`src/rtl/f_mant_div_if.sv`:
```
// f_mant_div_if: operand and result valid/ready bundle for the significand divider.
interface f_mant_div_if #(parameter int QBITS = 27);
    logic             in_valid;
    logic             in_ready;
    logic [22:0]      a;
    logic [22:0]      b;
    logic             out_valid;
    logic             out_ready;
    logic [QBITS-1:0] q;
    logic             sticky;
    logic             norm;
    modport master (output in_valid, a, b, out_ready, input in_ready, out_valid, q, sticky, norm);
    modport slave (input in_valid, a, b, out_ready, output in_ready, out_valid, q, sticky, norm);
endinterface

```
`src/rtl/f_mant_div.sv`:
```
// f_mant_div: iterative radix-2 restoring divider for single-precision significands.
// Define F_DIV_EARLY_TERM_EN to finish as soon as the partial remainder becomes zero.
module f_mant_div #(
    parameter int QBITS = 27
) (
    input logic        clk,
    input logic        rst_n,
    f_mant_div_if.slave bus
);
    localparam logic [1:0] IDLE = 2'd0;
    localparam logic [1:0] BUSY = 2'd1;
    localparam logic [1:0] DONE = 2'd2;
`ifdef F_DIV_EARLY_TERM_EN
    localparam bit EARLY = 1'b1;
`else
    localparam bit EARLY = 1'b0;
`endif
    logic [1:0]       state;
    logic [25:0]      r;
    logic [23:0]      d;
    logic [4:0]       cnt;
    logic [QBITS-1:0] qr;
    logic             sticky_r;
    logic             ge;
    logic [25:0]      diff;
    logic [25:0]      r_nx;
    logic [QBITS-1:0] q_nx;
    logic             stop;
    always_comb begin
        ge   = r >= {2'b00, d};
        diff = ge ? r - {2'b00, d} : r;
        r_nx = {diff[24:0], 1'b0};
        q_nx = {qr[QBITS-2:0], ge};
        stop = (cnt == 5'd0) || (EARLY && r_nx == 26'd0);
    end
    always_ff @(posedge clk or negedge rst_n) begin
        if (!rst_n) begin
            state    <= IDLE;
            r        <= '0;
            d        <= '0;
            cnt      <= '0;
            qr       <= '0;
            sticky_r <= 1'b0;
        end else begin
            case (state)
                IDLE: if (bus.in_valid) begin
                    r     <= {2'b00, 1'b1, bus.a};
                    d     <= {1'b1, bus.b};
                    cnt   <= 5'(QBITS - 1);
                    qr    <= '0;
                    state <= BUSY;
                end
                BUSY: begin
                    r   <= r_nx;
                    cnt <= cnt - 5'd1;
                    // an early stop left-aligns the quotient; cnt is zero on a normal finish
                    qr  <= stop ? q_nx << cnt : q_nx;
                    if (stop) begin
                        sticky_r <= r_nx != 26'd0;
                        state    <= DONE;
                    end
                end
                DONE: if (bus.out_ready) state <= IDLE;
                default: state <= IDLE;
            endcase
        end
    end
    assign bus.in_ready  = state == IDLE;
    assign bus.out_valid = state == DONE;
    assign bus.q         = qr;
    assign bus.sticky    = sticky_r;
    assign bus.norm      = qr[QBITS-1];
endmodule

```
`src/flat_wrapper.sv`:
```
// flat-port wrapper written by rule: the top's interface ports become plain ports
module f_mant_div_flat 
#(
    parameter int QBITS = 27
)
  (clk, rst_n, bus_in_valid, bus_a, bus_b, bus_out_ready, bus_in_ready, bus_out_valid, bus_q, bus_sticky, bus_norm);
  f_mant_div_if #(.QBITS(QBITS)) bus_i ();
  input logic clk;
  input logic rst_n;
  input wire logic [$bits(bus_i.in_valid)-1:0] bus_in_valid;
  input wire logic [$bits(bus_i.a)-1:0] bus_a;
  input wire logic [$bits(bus_i.b)-1:0] bus_b;
  input wire logic [$bits(bus_i.out_ready)-1:0] bus_out_ready;
  output wire logic [$bits(bus_i.in_ready)-1:0] bus_in_ready;
  output wire logic [$bits(bus_i.out_valid)-1:0] bus_out_valid;
  output wire logic [$bits(bus_i.q)-1:0] bus_q;
  output wire logic [$bits(bus_i.sticky)-1:0] bus_sticky;
  output wire logic [$bits(bus_i.norm)-1:0] bus_norm;
  assign bus_i.in_valid = bus_in_valid;
  assign bus_i.a = bus_a;
  assign bus_i.b = bus_b;
  assign bus_i.out_ready = bus_out_ready;
  assign bus_in_ready = bus_i.in_ready;
  assign bus_out_valid = bus_i.out_valid;
  assign bus_q = bus_i.q;
  assign bus_sticky = bus_i.sticky;
  assign bus_norm = bus_i.norm;
  f_mant_div #(.QBITS(QBITS)) u_core (.clk(clk), .rst_n(rst_n), .bus(bus_i));
endmodule
```
`config.mk`:
```
export PLATFORM = sky130hd
export DESIGN_NAME = f_mant_div_flat
export DESIGN_NICKNAME = d
export VERILOG_FILES = /design/src/rtl/f_mant_div_if.sv /design/src/rtl/f_mant_div.sv /design/src/flat_wrapper.sv
export SDC_FILE = /design/constraint.sdc
export NUM_CORES = 1
export LEC_CHECK = 0
export ABC_CLOCK_PERIOD_IN_PS = 4800
export CORE_ASPECT_RATIO = 1.5
export CORE_MARGIN = 3
export CORE_UTILIZATION = 60
export DETAILED_ROUTE_END_ITERATION = 10
export GPL_TIMING_DRIVEN = 0
export PLACE_DENSITY = 0.94
export SYNTH_ARGS = -nofsm -noshare
export SYNTH_HDL_FRONTEND = slang
export SYNTH_SLANG_ARGS = --single-unit
```
`constraint.sdc`:
```
create_clock -name clk -period 4.8 [get_ports clk]
set_input_delay 0.96 -clock clk [delete_from_list [all_inputs] [get_ports clk]]
set_output_delay 0.96 -clock clk [all_outputs]
set_load 0.02 [all_outputs]
```
==> results.yml, run 1 <==
setup_path:
  worstSetupStartpoint: "u_core.r[0]"
  cp-start-kind: "register"
  rr_startpoint: "u_core.r[0]"
  crit_required_ps: 5020
  reg2reg_setup_slack_ps: 1180
  critPathKind: "register to register"
  end_kind: "register"
  worstPathArrival_ps: 3840
  endpoint: "u_core.bus.sticky"
  cp_max_fo: 3
  reg2reg_to: "u_core.bus.sticky"
  rr_worst_depth: 13
route:
  routedWlPerCell_microns: 18.9
  num_vias: 5624
  drt_iter0_drc: 448
  drc: 0
  drt-total-wl_mm: 16.7
  drtPass1Iterations: 5
  detail-route-antenna-nets: 0
  vias_per_cell: 6.37
timing:
  maxSlewHeadroom_pct: 15.3
  worst_slew_pin_slew_ps: 1260
  period_minus_slack_ps: 3620
  drv_slew: 0
  setup_viol: 0
  fin_crit_sh_pct: 75.5
  timing.fmax_mhz: 276
  fin_ws_ps: 1180
  finClkSkew_ps: 7.78
  grt_setup_unrepaired: "false"
  finalHoldViolCount: 0
min_path:
  min_path_type: "register to register"
logic_synthesis:
  synth_edf_count: 0
  synth_ff_type: "dfrtp_1"
  synth_top_area_share_pct: 37.0
  post-synth-top-area-cell: "dfrtp_1"
  syn_avg_cell_area_sq_um: 8.52
  synth_fp_nets: 750
  syn_area_sq_mm: 0.00574
  synthTopCellsByArea: "dfrtp_1, mux2i_1, o21ai_0"
  async_flop_share_pct: 100
  ys_types: 59
  ys_ff_latch: 85
  seq_area_frac_synth_pct: 37.0
  syn_inst: 674
  synth_warnings: 0
final_layout:
  fill_cells: 678
  drive_gt1_share_pct: 4.93
  final_common_cell: "nand2_1"
  num_antenna_cells: 0
  num-nets-final: 842
  syn_to_final_growth_pct: 22.2
  seq_area_sq_mm: 0.00213
  multi_input_area_sq_mm: 0.00333
  final_cell_mix: "nand2_1, dfrtp_1, o21ai_0"
  finalInstanceArea_sq_mm: 0.00702
floorplanning:
  core_sq_mm: 0.00931
  io_pins: 81
  die-area_sq_mm: 0.0108
  die_h_microns: 126
  start_util_pct: 61.7
  row_count: 43
  die_x_microns: 85.9
clock_tree:
  post_cts_buffers: 0
  cts_tree: "built"
  clk_pin_slew_ps: 70
  cts_buffer_depth: 2
  hold_buffers: 0
  cts.sinks: 85
  numCtsBuffers: 9
  htree_levels: 3
  cts_resized: 0
  clock_latency_ps: 350
  cts_root_buf: "clkbuf_16"
global_routing:
  grt_max_degree: 61
  grt_first_pass_wirelength_mm: 27.6
  grt_pass1_vias: 5707
  antenna_found_initial: 0
  grt_overflow: 0
  track_usage_pct: 31.8
placed_design:
  routabilityCongestion: 0.957
  postPlaceCellArea_sq_mm: 0.00671
  port_buffers: 80
  dp_slack_ps: 1310
  dp_hpwl_mm: 12.5
flow_run:
  drv_cap: 0
outcome:
  outcome: "completed"
layout make-up:
type                            count  area share [%]
Clock inverter                      7            1.19
Multi-Input combinational cell    518            47.4
Buffer                             40            2.44
Timing Repair Buffer               81            11.8
Clock buffer                        9            3.21
Inverter                           31            1.66
Tap cell                          112            2.00
Sequential cell                    85            30.3
flip-flops by register name, summed over array words and instances, names as in the netlist:
signal / cells
u_core.bus.q: 27
u_core.bus.sticky: 1
u_core.cnt: 5
u_core.d: 24
u_core.r: 26
u_core.state: 2
worst min-delay path by stage:
stage | startpoint | to | slack (ps) | depth (start not counted)
after detailed placement | u_core.d[23] | u_core.d[23] | 440 | 2
after global routing | u_core.d[23] | u_core.d[23] | 500 | 2
after CTS | u_core.d[23] | u_core.d[23] | 460 | 2
after global placement | u_core.d[23] | u_core.d[23] | 440 | 2
after floorplan | u_core.d[23] | u_core.d[23] | 420 | 2
final | u_core.d[23] | u_core.d[23] | 460 | 2
metrics by stage:
| step | hold WS [ps] | utilization [%] | cells | setup TNS, ps |
|---|---|---|---|---|
| global route | 496 | 75.4 | 883 | 0 |
| CTS | 461 | 75.4 | 883 | 0 |
| finish | 460 | 75.4 | 883 | 0 |
| global placement | 439 | 71.8 | 866 | -20170 |
| detailed placement | 445 | 72.1 | 867 | 0 |
| floorplan | 418 | - | 674 | 0 |
routing by layer:
layer	vias to the layer above	GRT usage (%)	wire length, microns
met5	-	0	0
met4	0	15.8	801
met3	65	4.58	915
met2	248	55.1	8620
met1	2697	37.6	6350
li1	2614	-	-
Yosys cell counts (all sizes together) (6+ instances only):
master / instances
nor4: 6
xor2: 11
clkbuf: 30
nor2: 37
mux2i: 43
ha: 25
xnor2: 13
nand2: 103
a22oi: 45
dfrtp: 85
o21ai: 86
nand3: 12
buf: 10
a21oi: 39
nor3: 6
a211oi: 8
or3: 6
a31oi: 6
inv: 31
and2: 7
critical path, stage by stage (launching register included):
cell	delay, ps
dfrtp_1	410
inv_1	90
ha_1	170
inv_1	60
fa_1	420
a211oi_1	280
nor2_1	100
xor2_1	170
or4_1	480
or4_1	530
nor4_1	250
o21ai_0	160
nor4_1	250
a21oi_1	110
cells by family after synthesis:
kind of cell / count (synthesis) / share of synthesized area, %
DFF: 85 / 37.0
AOI/OAI and AO/OA: 220 / 24.4
and+or+nand+nor: 203 / 16.0
buffers and inverters: 71 / 5.01
adders and majority gates: 26 / 5.79
xor gates and xnor gates: 24 / 3.66
muxes: 45 / 8.08
Power of run 1 is left out: the tool's default activity adds up to more than one toggle a clock period on the data nets, which glitch-free logic cannot reach.
==> inputs of run 2 (changes only) <==
ABC_CLOCK_PERIOD_IN_PS = 3590   (was 4800)
CORE_UTILIZATION = 56   (was 60)
PLACE_DENSITY = 0.89   (was 0.94)
clock period = 3.59 ns   (was 4.8 ns; I/O delays follow)
==> run 2 against run 1 <==
Against the previous run: register-to-register slack got worse by 1000 ps; fmax is 5.0% higher; via count is 0.48% higher; wire length increased by 1.3%; core utilization shrank 3.8 points; first-iteration DRC count fell by 5.8%.
==> results.yml, run 2 (synthesis results as in run 1) <==
clock_tree:
  cts_buffer_depth: 2
  clk_pin_slew_ps: 70
  cts_root_buf: "clkbuf_16"
  htree_levels: 3
  cts_tree: "built"
  clock_latency_ps: 340
  numCtsBuffers: 9
  cts.sinks: 85
placed_design:
  dp.cells: 870
  dp_hpwl_mm: 12.4
  dp_slack_ps: 42.3
  port_buffers: 80
  routabilityCongestion: 0.941
final_layout:
  largest_reg_flops: 27
  final_core_util_pct: 71.6
  fill_cells: 798
  syn_to_final_growth_pct: 22.9
  num_antenna_cells: 0
  final_common_cell: "nand2_1"
  fin_cells: 889
  drive_gt1_share_pct: 6.20
  final_cell_mix: "nand2_1, dfrtp_1, o21ai_0"
  seq_area_sq_mm: 0.00213
  num-nets-final: 845
  multi_input_area_sq_mm: 0.00337
route:
  vias_per_cell: 6.36
  drt_iter0_drc: 422
  detail-route-antenna-nets: 0
  num_vias: 5651
  drc: 0
  drtPass1Iterations: 5
  drt-total-wl_mm: 16.9
  routedWlPerCell_microns: 19.0
setup_path:
  rr_worst_depth: 13
  crit_required_ps: 3810
  rr_startpoint: "u_core.r[0]"
  cp_max_fo: 3
  cp-start-kind: "register"
  worstPathArrival_ps: 3670
  reg2reg_setup_slack_ps: 140
  reg2reg_to: "u_core.bus.sticky"
  end_kind: "register"
  critPathKind: "register to register"
global_routing:
  grt_first_pass_wirelength_mm: 27.4
  grt_pass1_vias: 5867
  grt_overflow: 0
  grt_max_degree: 56
  track_usage_pct: 30.1
  antenna_found_initial: 0
outcome:
  outcome: "completed"
timing:
  period_minus_slack_ps: 3450
  fin_crit_sh_pct: 96.1
  worst_slew_pin_slew_ps: 1020
  maxSlewHeadroom_pct: 31.5
  setup_viol: 0
  drv_slew: 0
  hold_ws_ps: 316
  timing.fmax_mhz: 290
  fin_ws_ps: 140
  finClkSkew_ps: 9.23
  finalHoldViolCount: 0
flow_run:
  drv_cap: 0
min_path:
  min_path_type: "primary input to asynchronous set/reset pin"
floorplanning:
  die-area_sq_mm: 0.0115
  start_util_pct: 58.3
  core_sq_mm: 0.00985
  die_x_microns: 88.7
  io_pins: 81
  row_count: 44
  die_h_microns: 130
-- run 2: per-stage QoR --
stage | setup TNS [ps] | cell area, sq um
floorplan | 0 | 5740
global route | -1.03 | 7060
finish | 0 | 7060
global placement | -108130 | 6690
detailed placement | 0 | 6710
CTS | 0 | 7000
-- run 2: worst max-delay path by stage --
stage	end	depth (start not counted)	startpoint
after global routing	u_core.bus.sticky	13	u_core.r[0]
after global placement	u_core.cnt[0]	1	rst_n
after CTS	u_core.bus.sticky	13	u_core.r[0]
final	u_core.bus.sticky	13	u_core.r[0]
after floorplan	u_core.bus.sticky	13	u_core.r[0]
after detailed placement	u_core.bus.sticky	13	u_core.r[0]
-- run 2: area by class of cell --
| type | count | area share, % |
|---|---|---|
| clock buffers | 9 | 3.19 |
| clock inverters | 7 | 0.833 |
| plain buffers | 40 | 2.43 |
| flip-flops and latches | 85 | 30.1 |
| well taps | 115 | 2.04 |
| inverters | 31 | 1.65 |
| multi-input cells | 518 | 47.7 |
| repair buffers | 84 | 12.0 |
-- run 2: what timing repair did --
action                     4_1_cts  5_1_grt
setup buffers                    0        3
hold buffers                     0        0
resized for setup                0        9
setup endpoints to repair        0        3
-- run 2: routing by layer --
metal / vias up / global-route usage (%) / routed length (microns)
met5: - / 0 / 0
met4: 0 / 14.6 / 658
met3: 60 / 3.92 / 909
met2: 261 / 52.8 / 8780
met1: 2709 / 35.4 / 6560
li1: 2621 / - / -
-- run 2: worst max-delay path, cell delays in order, from the launching register on --
cell,delay (ps)
dfrtp_1,380
inv_1,80
ha_1,160
inv_1,70
fa_2,420
a211oi_2,260
nor2_1,90
xor2_1,160
or4_1,500
or4_4,460
nor4_4,250
o21ai_1,90
nor4_1,320
a21oi_1,100
Power of run 2 is left out for the same reason.
